### src/rtl/mod38_pkg.sv
// Shared constants and types for the modulo-38 counter.
package mod38_pkg;

    localparam int unsigned MOD38_MODULUS = 38;
    localparam int unsigned MOD38_WIDTH   = 6;
    localparam int unsigned MOD38_MAX     = MOD38_MODULUS - 1;

    typedef logic [MOD38_WIDTH-1:0] count_t;

endpackage

### src/rtl/mod38_next.sv
// Combinational next-count, load-range check and terminal-count logic.
// MOD38_UPDOWN_EN adds the up_dn direction input.
module mod38_next
    import mod38_pkg::*;
#(
    parameter int unsigned MODULUS = MOD38_MODULUS,
    parameter int unsigned WIDTH   = MOD38_WIDTH
) (
    input  logic [WIDTH-1:0] dout,
    input  logic             load,
    input  logic [WIDTH-1:0] data,
    input  logic             en,
`ifdef MOD38_UPDOWN_EN
    input  logic             up_dn,
`endif
    output logic [WIDTH-1:0] count_next,
    output logic             range_err,
    output logic             tc
);

    localparam logic [WIDTH-1:0] MAX_V = WIDTH'(MODULUS - 1);

    logic up;

    always_comb begin
        count_next = dout;
        range_err  = 1'b0;
        tc         = 1'b0;
`ifdef MOD38_UPDOWN_EN
        up         = up_dn;
`else
        up         = 1'b1;
`endif

        if (load) begin
            if (data > MAX_V) begin
                count_next = '0;
                range_err  = 1'b1;
            end else begin
                count_next = data;
            end
        end else if (en) begin
            // Any out-of-range value falls back to 0 on the next enabled edge.
            if (up) begin
                count_next = (dout >= MAX_V) ? '0 : dout + WIDTH'(1);
            end else if (dout > MAX_V) begin
                count_next = '0;
            end else if (dout == '0) begin
                count_next = MAX_V;
            end else begin
                count_next = dout - WIDTH'(1);
            end
        end

        tc = en && (up ? (dout == MAX_V) : (dout == '0));
    end

endmodule

### src/rtl/mod38_counter.sv
// Loadable modulo-38 counter: count and load_err registers with async active-low reset.
// MOD38_UPDOWN_EN adds the up_dn input for up/down counting.
module mod38_counter
    import mod38_pkg::*;
#(
    parameter int unsigned MODULUS = MOD38_MODULUS,
    parameter int unsigned WIDTH   = MOD38_WIDTH
) (
    input  logic             clk,
    input  logic             rst,
    input  logic             load,
    input  logic [WIDTH-1:0] data,
    input  logic             en,
`ifdef MOD38_UPDOWN_EN
    input  logic             up_dn,
`endif
    output logic [WIDTH-1:0] dout,
    output logic             tc,
    output logic             load_err
);

    logic [WIDTH-1:0] count_next;
    logic             range_err;

    mod38_next #(
        .MODULUS (MODULUS),
        .WIDTH   (WIDTH)
    ) u_next (
        .dout       (dout),
        .load       (load),
        .data       (data),
        .en         (en),
`ifdef MOD38_UPDOWN_EN
        .up_dn      (up_dn),
`endif
        .count_next (count_next),
        .range_err  (range_err),
        .tc         (tc)
    );

    always_ff @(posedge clk or negedge rst) begin
        if (!rst) begin
            dout     <= '0;
            load_err <= 1'b0;
        end else begin
            dout     <= count_next;
            load_err <= range_err;
        end
    end

endmodule

### config.mk
export PLATFORM = sky130hd
export DESIGN_NAME = mod38_counter
export DESIGN_NICKNAME = d
export VERILOG_FILES = /design/src/rtl/mod38_pkg.sv /design/src/rtl/mod38_next.sv /design/src/rtl/mod38_counter.sv
export SDC_FILE = /design/constraint.sdc
export NUM_CORES = 1
export LEC_CHECK = 0
export ABC_AREA = 1
export CAP_MARGIN = 5
export CORE_UTILIZATION = 30
export CTS_CLUSTER_DIAMETER = 120
export DETAILED_ROUTE_END_ITERATION = 6
export GPL_ROUTABILITY_DRIVEN = 0
export MAX_ROUTING_LAYER = met4
export PLACE_DENSITY = 0.62
export SYNTH_ARGS = -nofsm -noshare
export SYNTH_HDL_FRONTEND = slang
export SYNTH_SLANG_ARGS = --single-unit
### constraint.sdc
create_clock -name clk -period 2.9 [get_ports clk]
set_input_delay 0.58 -clock clk [delete_from_list [all_inputs] [get_ports clk]]
set_output_delay 0.58 -clock clk [all_outputs]
set_load 0.05 [all_outputs]
# == After elaboration in Yosys (flattened, before gate mapping) ==
# Index checks and enable logic that the tools add are counted.
# totals
out_inout_bits,8
latch_bits,0
romBits,0
memories,0
mem_bits_rw,0
in_bits,10
register_bits,7
elab_cells,14
# classes
n_mux,6
n_shift,0
n_bitwise,0
magnitude_cmp,2
eq_ne,1
div_mod_pow,0
reduce_logical,2
n_mul,0
n_addsub,1
# ops
operator,count
6-bit 2-to-1 mux,4
"6-bit by 1-bit adder with 6-bit output, second input constant",1
"6-bit == test, second input constant",1
"6-bit greater-or-equal comparator, second input constant",1
"6-bit > comparator, second input constant",1
1-bit 2-to-1 mux,2
2-bit nonzero test,1
1-bit logical AND,1

# == Longest topological paths before layout ==
# Gate-level depths: netlist (run 1).
# depth
word_depth,4
depth_mapped,8
ltp_nobuf,8

# == Cells and area by module ==
# From an unflattened synthesis (run 1), not the netlist that was laid out.
# unflattened
hier_cells,64
hier_area_um2,484.2
# modules_own_cells
mod,instances,seq_area_each_um2,area_per_inst_um2,cells_per_inst
mod38_next,1,0.0,309.0,57
mod38_counter,1,175.2,175.2,7

# == Worst setup path before layout (run 1) ==
# Ideal clock, no wire load.
# synth_timing
path_kind,reg2out
from,reg dout[0]
to,out tc
path_slack_ns,0.255
t_arrival_ns,2.065
path_stages_with_launch,4
n_path_buf,0
t_required_ns,2.320
path_cell_list,dfrtp_1 > ha_1 > nand3_1 > nor3_1
# synth_via
elab_chain_len,2
# synth_rtl
item,line_no,source
from (decl),mod38_counter.sv:17,"output logic [WIDTH-1:0] dout,"
from (signal assigned),mod38_counter.sv:46,dout <= count_next;
6-bit == test,mod38_next.sv:55,tc = en && (up ? (dout == MAX_V) : (dout == '0));
1-bit logical AND,mod38_next.sv:55,
to (decl),mod38_counter.sv:18,"output logic tc,"
# No other way between the ends.

# == Worst setup path after layout (run 1) ==
# layout_timing
from,reg dout[3]
to,out dout[3]
# No word-level cell between the ends.

==> results by group, run 1 <==
Critical path
  • Critical path launch point type: register
  • Crit path largest cell delay: 860 ps
  • Critical path, cell by cell: clkdlybuf4s50_1
  • Worst path depth: 1
  • Worst Path Class, Setup: register to primary output
  • Data required time of the worst path: 2320 ps
  • FF-to-FF path depth: 8
  • Crit-path slowest cell: clkdlybuf4s50_1
  • R2r startpoint: dout[0]$_DFFE_PN0P_
  • Worst r2r dst: dout[3]$_DFFE_PN0P_
  • Crit end category: primary output
  • Setup slack, reg-to-reg: 1550 ps
  • Crit path buf inv count: 1
  • Family with the most delay on the worst path: buffers and inverters
  • Data arrival time of the critical path: 1630 ps
  • Critical Path Fanout Max: 9

STA
  • Final slew viol count: 0
  • Actual slew at the worst max-slew pin: 492 ps
  • Relative slew slack: 67.1%
  • RSZ-0062 raised after global routing: false
  • # setup viols final: 0
  • Hold Violations, Final: 0
  • Period minus WS final: 2210 ps
  • Clock skew: 2.80 ps
  • Final Cycle Share: 76.2%
  • Setup TNS: 0 ps
  • Fmax: 0.453 GHz

Floorplan
  • I/O pins: 18
  • Die width: 45.8 µm
  • Row count: 15
  • Die H: 45.8 µm
  • Die ar.: 2090 µm²
  • Core ar.: 1760 µm²
  • Initial core utilization: 32.6%

Layout
  • Finished Cell Area: 766 µm²
  • Commonest non-fill, non-tap cell in the layout: nand2_1
  • Most frequent cells in the layout: nand2_1, clkdlybuf4s50_1, inv_1
  • ANT cells: 0
  • Filler instances: 197
  • Layout area overhead: 33.3%
  • Layout cells sized above 1: 8.91%
  • FF+latch area: 175 µm²
  • Area of the multi-input gates: 313 µm²
  • Layout Nets: 115

Clock network
  • Cts hold-fix bufs: 0
  • TritonCTS clock tree: done
  • Clock Latency Late Sink: 250 ps
  • Root buffer cell: clkbuf_4
  • CTS max path bufs: 2
  • Clock tree sinks: 7
  • Number of buffers created by CTS: 3
  • CTS resizes: 0
  • H-tree levels: 1
  • Setup Fix Bufs, Post-CTS: 0
  • Clock transition at the registers of the reported paths: 50 ps

Logic synthesis
  • Synth Area in Simple Gates: 33.8%
  • Mapped Cells: 83
  • Synth Area in Adders: 6.54%
  • Cell Area, Synth: 574 µm²
  • Post-synthesis compound-gate area fraction: 12.6%
  • Synthesized area per cell: 6.92 µm²
  • Sequential cell area fraction in the yosys report: 30.5%
  • Cell variety after synth: 21
  • Post-Synth XOR/XNOR Area: 1.53%
  • Syn_nets: 96
  • FF+latch count, synth: 7
  • Ys Warns: 0
  • Largest family of logic cells by synthesized area: simple AND/OR/NAND/NOR gates
  • Mux contribution to synthesized area: 0%

Detailed routing
  • DRT Pass-1 Iters: 4
  • Drt wl/cell: 9.75 µm
  • 1st-iter DRT viols: 11
  • Total Wirelength: 1.23 mm
  • DRC Markers: 0
  • Vias: 561
  • Remaining antenna violation count: 0
  • Vias per Instance: 4.45

Placement
  • Final HPWL DP: 999 µm
  • Post-placement cell area: 739 µm²
  • Buffers on Ports: 17

Power and ir drop
  • LEAKAGE: 0.000377 µW
  • Peak VDD IR: 0.158 mV
  • PD cells: 534 nW/µm²

Global route
  • Largest net degree at the start of global routing: 13
  • Tot GR Track Use: 13.8%
  • Initial antenna violation count: 0
  • First-pass GRT wire length: 2.04 mm
  • GRT overflow: 0
  • Via count of the first global-routing pass: 480

Job
  • Max-cap viol count: 0

Min path
  • Worst hold path class: input pin to async pin

Outcome
  • Status: finished clean
## stage by stage
step | hold WS [ps] | setup WS [ps] | util [%] | cells | total power [µW]
final | 583 | 691 | 43.4 | 126 | 409
after CTS | 587 | 692 | 43.4 | 126 | 412
after detailed placement | 639 | 815 | 41.9 | 122 | 325
after global routing | 597 | 636 | 43.4 | 126 | 440
after global placement | 631 | 845 | 41.9 | 122 | 324
after floorplan | 284 | 255 | - | 83 | 270
## how the worst max path moves through the flow
stage / from / end / slack [ps]
2_1_floorplan: dout[0]$_DFFE_PN0P_ / tc / 260
3_3_place_gp: en / tc / 840
3_5_place_dp: en / tc / 820
4_1_cts: dout[3]$_DFFE_PN0P_ / dout[3] / 690
5_1_grt: dout[3]$_DFFE_PN0P_ / dout[3] / 640
6_report: dout[3]$_DFFE_PN0P_ / dout[3] / 690
## state kept, by name, indices dropped and copies added (netlist names)
name,cells
dout,6
load_err,1
## final cells by class
class / count / share of cell area, %
tap: 25 / 4.08
clock buffer: 4 / 3.43
multi-input combinational: 59 / 40.8
sequential: 7 / 22.9
timing repair buffer: 17 / 21.9
inverter: 14 / 6.86
## report_power, final
group	internal (µW)	leakage [µW]	switching, µW
sequential	113	0.0000874	28.5
combinational	66.4	0.000275	115
clock	52.4	0.0000150	33.6
## kinds of logic (layout without fill, tap and decap cells)
logic type	count (synthesis)	count (layout)
fa+ha+maj	3	3
xor+xnor	1	1
flops	7	7
buf+inv	17	35
compound gates	12	12
simple gates	43	43
## metal layers
| metal | up-vias | routed length, µm | GRT usage, % |
|---|---|---|---|
| met4 | 0 | 0 | 1.76 |
| met3 | 0 | 31 | 2.38 |
| met2 | 14 | 572 | 21.1 |
| met1 | 246 | 624 | 19.7 |
| met5 | - | 0 | - |
| li1 | 301 | - | - |
## synth_stat cells, drive strengths merged
library cell | count | area share (%)
nand2 | 18 | 12
inv | 14 | 9.2
nor2 | 13 | 9.4
dfrtp | 7 | 31
nand3 | 7 | 7.0
a21oi | 4 | 3.5
nand4 | 4 | 4.4
buf | 3 | 5.9
ha | 3 | 6.5
a31oi | 2 | 2.2
o21ai | 2 | 1.7
o31ai | 2 | 2.6
a21boi | 1 | 1.3
nor3 | 1 | 0.87
o21bai | 1 | 1.3
xor2 | 1 | 1.5
No activity file was read; power rests on OpenSTA's default activity.
==> run 2: changes to the inputs <==
--- a/config.mk
+++ b/config.mk
@@ -12,7 +12,7 @@
 export DETAILED_ROUTE_END_ITERATION = 6
 export GPL_ROUTABILITY_DRIVEN = 0
 export MAX_ROUTING_LAYER = met4
-export PLACE_DENSITY = 0.62
+export PLACE_DENSITY = 0.64
 export SYNTH_ARGS = -nofsm -noshare
 export SYNTH_HDL_FRONTEND = slang
 export SYNTH_SLANG_ARGS = --single-unit
==> constraint.sdc (replaced) <==
create_clock -name clk -period 2 [get_ports clk]
set_input_delay 0.4 -clock clk [delete_from_list [all_inputs] [get_ports clk]]
set_output_delay 0.4 -clock clk [all_outputs]
set_load 0.05 [all_outputs]
==> run 2 against run 1 <==
Sequential cell count is the same. Setup slack lost 610 ps. Worst hold slack lost 190 ps. Count of clock-buffer cells in the layout shrank 1. Register-to-register slack lost 900 ps. Clock skew grew 3.9 ps. First-iteration DRC count grew 55%. Routed wire length grew 5.1%. Die area is the same. Cell area grew 3.3%. Clock power grew 47%. Largest cell class unchanged. Largest power group unchanged.
==> results by group, run 2 (synthesized netlist as in run 1, its figures left out) <==
Layout
  • Layout Nets: 116
  • ANT cells: 0
  • Filler instances: 190
  • Biggest register: dout
  • Largest regs: dout x6, load_err x1
  • Layout area overhead: 37.7%
  • Commonest non-fill, non-tap cell in the layout: nand2_1
  • Max reg flops: 6
  • Most frequent cells in the layout: nand2_1, inv_1, nor2_1, clkdlybuf4s50_1, dfrtp_1
  • Layout cells sized above 1: 18.6%

STA
  • Final Cycle Share: 96.1%
  • RSZ-0062 raised after global routing: false
  • Clock skew: 6.69 ps
  • Setup TNS: 0 ps
  • Final WS setup: 77.5 ps
  • Actual slew at the worst max-slew pin: 498 ps
  • Hold Violations, Final: 0
  • Fmax: 0.520 GHz
  • # setup viols final: 0
  • Relative slew slack: 66.7%
  • Final slew viol count: 0
  • Period minus WS final: 1920 ps

Placement
  • Final HPWL DP: 1.02 mm
  • Pre-CTS WS: 298 ps
  • Buffers on Ports: 17

Clock network
  • Clock Latency Late Sink: 250 ps
  • TritonCTS clock tree: done
  • Clock transition at the registers of the reported paths: 60 ps
  • H-tree levels: 1
  • Number of buffers created by CTS: 3
  • Setup Fix Bufs, Post-CTS: 0
  • CTS max path bufs: 2
  • Clock tree sinks: 7
  • Root buffer cell: clkbuf_4
  • Cts hold-fix bufs: 0

Job
  • Max-cap viol count: 0

Detailed routing
  • Vias: 600
  • Remaining antenna violation count: 0
  • Vias per Instance: 4.72
  • DRT Pass-1 Iters: 4
  • DRC Markers: 0
  • Total Wirelength: 1.29 mm
  • Drt wl/cell: 10.2 µm
  • 1st-iter DRT viols: 17

Critical path
  • Worst Path Class, Setup: register to primary output
  • R2r startpoint: dout[1]$_DFFE_PN0P_
  • Data arrival time of the critical path: 1520 ps
  • Crit path buf inv count: 1
  • Setup slack, reg-to-reg: 650 ps
  • Worst r2r dst: dout[2]$_DFFE_PN0P_
  • Critical path, cell by cell: clkdlybuf4s50_1
  • Data required time of the worst path: 1600 ps
  • Crit path largest cell delay: 840 ps
  • FF-to-FF path depth: 7
  • Crit-path slowest cell: clkdlybuf4s50_1
  • Crit end category: primary output
  • Critical path launch point type: register
  • Critical Path Fanout Max: 5
  • Family with the most delay on the worst path: buffers and inverters

Global route
  • Largest net degree at the start of global routing: 13
  • Initial antenna violation count: 0
  • Tot GR Track Use: 15.1%
  • Via count of the first global-routing pass: 511
  • First-pass GRT wire length: 2.24 mm
  • GRT overflow: 0

Floorplan
  • Die ar.: 2090 µm²
  • Initial core utilization: 32.6%
  • Row count: 15
  • I/O pins: 18
  • Core ar.: 1760 µm²
  • Die H: 45.8 µm
  • Die width: 45.8 µm

Outcome
  • Status: finished clean

Power and ir drop
  • PD cells: 759 nW/µm²
  • Peak VDD IR: 0.266 mV
  • Pwr Total: 600 µW
  • LEAKAGE: 0.000401 µW

Min path
  • Worst hold path class: input pin to async pin
==> run 2: routing by layer <==
metal	GRT usage, %	routed length [µm]	vias up
li1	-	-	305
met1	21.4	615	263
met2	21.7	596	29
met3	3.57	68	3
met4	3.53	11	0
met5	-	0	-
==> run 2: metrics by stage <==
stage / cell area, µm² / hold WS, ps / instances / util, %
detailed placement: 758 / 649 / 123 / 43.0
global route: 791 / 410 / 127 / 44.8
floorplan: 586 / 104 / 83 / -
global placement: 758 / 632 / 123 / 43.0
finish: 791 / 395 / 127 / 44.8
CTS: 786 / 399 / 127 / 44.5
==> run 2: worst max-delay path by stage <==
stage                   startpoint  endpoint  slack (ps)  cells after the start
2_1_floorplan  dout[0]$_DFFE_PN0P_        tc         120                      3
3_3_place_gp                    en        tc         300                      4
3_5_place_dp                    en        tc         300                      4
4_1_cts        dout[1]$_DFFE_PN0P_        tc          90                      5
5_1_grt        dout[1]$_DFFE_PN0P_   dout[1]          30                      1
6_report       dout[1]$_DFFE_PN0P_   dout[1]          80                      1
==> run 2: cell type report <==
| cell class | count | area (µm²) | share of cell area (%) |
|---|---|---|---|
| multi-input combinational | 59 | 329 | 41.6 |
| sequential | 7 | 175 | 22.2 |
| timing repair buffer | 18 | 175 | 22.2 |
| inverter | 14 | 52.6 | 6.65 |
| tap | 25 | 31.3 | 3.96 |
| clock buffer | 3 | 22.5 | 2.85 |
| clock inverter | 1 | 5.00 | 0.633 |
==> run 2: where the power goes <==
group	switching [µW]	internal [µW]
clock network	53.3	73.1
logic	173	93.3
registers	43.6	164
total	270	330
==> run 2: what timing repair did <==
item                                    in CTS  in global routing
endpoints found under the hold margin        0                  0
gates resized for setup                      0                  2
endpoints found under the setup margin       0                  1
==> run 3: changes to the inputs <==
--- a/config.mk
+++ b/config.mk
@@ -6,13 +6,13 @@
 export NUM_CORES = 1
 export LEC_CHECK = 0
 export ABC_AREA = 1
-export CAP_MARGIN = 5
-export CORE_UTILIZATION = 30
+export CAP_MARGIN = 20
+export CORE_UTILIZATION = 40
 export CTS_CLUSTER_DIAMETER = 120
 export DETAILED_ROUTE_END_ITERATION = 6
 export GPL_ROUTABILITY_DRIVEN = 0
 export MAX_ROUTING_LAYER = met4
-export PLACE_DENSITY = 0.64
+export PLACE_DENSITY = 0.79
 export SYNTH_ARGS = -nofsm -noshare
 export SYNTH_HDL_FRONTEND = slang
 export SYNTH_SLANG_ARGS = --single-unit
==> run 3 against run 2 <==
Final cell count fell by 8.7%. Highest routed layer is now met3. Setup slack improved by 26 ps. Fmax rose by 1.4%. Via count fell by 5.0%. Clock power barely moved. Register-to-register slack got worse by 60 ps. Core utilization rose by 13 points. Critical path type unchanged. Global-route usage rose by 3.9 points. Total power fell by 1.5%. Combinational power fell by 2%.
==> results by group, run 3 (synthesized netlist as in run 1, its figures left out) <==
Critical path
  • Worst Path Class, Setup: register to primary output
  • Critical path launch point type: register
  • Data required time of the worst path: 1600 ps
  • Crit end category: primary output
  • Crit path buf inv count: 1
  • Critical path, cell by cell: clkdlybuf4s50_1
  • Data arrival time of the critical path: 1500 ps
  • Crit-path slowest cell: clkdlybuf4s50_1
  • Family with the most delay on the worst path: buffers and inverters
  • Setup slack, reg-to-reg: 590 ps
  • Worst r2r dst: dout[5]$_DFFE_PN0P_
  • Crit path largest cell delay: 830 ps
  • FF-to-FF path depth: 7
  • R2r startpoint: dout[1]$_DFFE_PN0P_
  • Critical Path Fanout Max: 6

Floorplan
  • Die width: 39.9 µm
  • Die ar.: 1590 µm²
  • I/O pins: 18
  • Initial core utilization: 43.6%
  • Row count: 13
  • Die H: 39.9 µm
  • Core ar.: 1320 µm²

Detailed routing
  • WL met2: 574 µm
  • Routed wl met3: 41 µm
  • Total Wirelength: 1.18 mm
  • Vias: 570
  • Remaining antenna violation count: 0
  • DR top layer: met3
  • Met1 Wirelength: 559 µm
  • Drt wl/cell: 10.1 µm
  • DRT Pass-1 Iters: 4
  • DRC Markers: 0
  • 1st-iter DRT viols: 8
  • Vias per Instance: 4.91

STA
  • RSZ-0062 raised after global routing: false
  • Final WS setup: 103 ps
  • Relative slew slack: 66.8%
  • Clock skew: 0.383 ps
  • Actual slew at the worst max-slew pin: 497 ps
  • Period minus WS final: 1900 ps
  • Fmax: 0.527 GHz
  • Final slew viol count: 0
  • Final Cycle Share: 94.8%
  • Setup TNS: 0 ps
  • Hold Violations, Final: 0
  • # setup viols final: 0

Power and ir drop
  • Comb power frac: 44.1%
  • Peak VDD IR: 0.470 mV
  • PD cells: 771 nW/µm²
  • Reg power frac: 34.4%
  • Pwr Total: 591 µW
  • LEAKAGE: 0.000391 µW
  • Clk pwr share: 21.5%
  • Int Pwr: 332 µW
  • Switching power: 259 µW
  • Net Sw Frac: 43.9%

Layout
  • Finished Cell Area: 767 µm²
  • Max reg flops: 6
  • ANT cells: 0
  • Filler instances: 139
  • Layout area overhead: 33.6%
  • Layout cells sized above 1: 13.9%
  • Commonest non-fill, non-tap cell in the layout: nand2_1
  • Biggest register: dout
  • FF+latch area: 175 µm²
  • Layout Nets: 115
  • Largest regs: dout x6, load_err x1
  • Area of the multi-input gates: 324 µm²
  • Most frequent cells in the layout: nand2_1, inv_1, clkdlybuf4s50_1

Placement
  • Buffers on Ports: 17
  • Final HPWL DP: 969 µm
  • Post-placement cell area: 741 µm²
  • Pre-CTS WS: 294 ps

Clock network
  • Setup Fix Bufs, Post-CTS: 0
  • CTS max path bufs: 2
  • H-tree levels: 1
  • TritonCTS clock tree: done
  • Root buffer cell: clkbuf_4
  • CTS resizes: 0
  • Clock transition at the registers of the reported paths: 50 ps
  • Clock Latency Late Sink: 240 ps
  • Number of buffers created by CTS: 3
  • Clock tree sinks: 7
  • Cts hold-fix bufs: 0

Outcome
  • Status: finished clean

Global route
  • Tot GR Track Use: 19.0%
  • Initial antenna violation count: 0
  • First-pass GRT wire length: 2.01 mm
  • GRT overflow: 0
  • Via count of the first global-routing pass: 505
  • Largest net degree at the start of global routing: 13

Min path
  • Worst hold path class: input pin to async pin

Job
  • Max-cap viol count: 0
[run 3: changes by cell type in the layout (fill, tap and decap cells not counted), sizes merged]
cell and delta:
buf -2, clkdlybuf4s50 +1, clkbuf +1, clkinv -1
[run 3: power by group through the flow]
stage               clock [µW]  sequential, µW  combinational [µW]
CTS                        133             204                 264
finish                     127             203                 261
detailed placement           0             206                 262
global route               140             210                 286
floorplan                    0             267                 128
global placement             0             204                 260
[run 3: per-stage QoR]
step / cells / hold slack (ps) / utilization [%]
finish: 116 / 422 / 58.2
global route: 116 / 441 / 58.2
CTS: 116 / 425 / 58.2
detailed placement: 112 / 632 / 56.2
global placement: 112 / 633 / 56.2
floorplan: 83 / 104 / -
[run 3: how the worst max path moves through the flow]
stage | startpoint | slack (ps) | endpoint | depth (start not counted)
6_report | dout[5]$_DFFE_PN0P_ | 100 | dout[5] | 1
5_1_grt | dout[5]$_DFFE_PN0P_ | 50 | dout[5] | 1
4_1_cts | dout[5]$_DFFE_PN0P_ | 100 | dout[5] | 1
3_5_place_dp | en | 290 | tc | 4
3_3_place_gp | en | 280 | tc | 4
2_1_floorplan | dout[0]$_DFFE_PN0P_ | 120 | tc | 3
[run 3: layout make-up]
| cell class | instances | area share, % |
|---|---|---|
| Timing Repair Buffer | 17 | 22.2 |
| Inverter | 14 | 6.85 |
| Multi-Input combinational cell | 59 | 42.3 |
| Tap cell | 15 | 2.45 |
| Clock buffer | 4 | 3.43 |
| Sequential cell | 7 | 22.8 |
[run 3: layer usage]
| metal | vias up | track usage [%] |
|---|---|---|
| met3 | 0 | 5.11 |
| li1 | 304 | - |
| met2 | 14 | 33.5 |
| met1 | 252 | 22.7 |
| met5 | - | - |
| met4 | 0 | 0 |
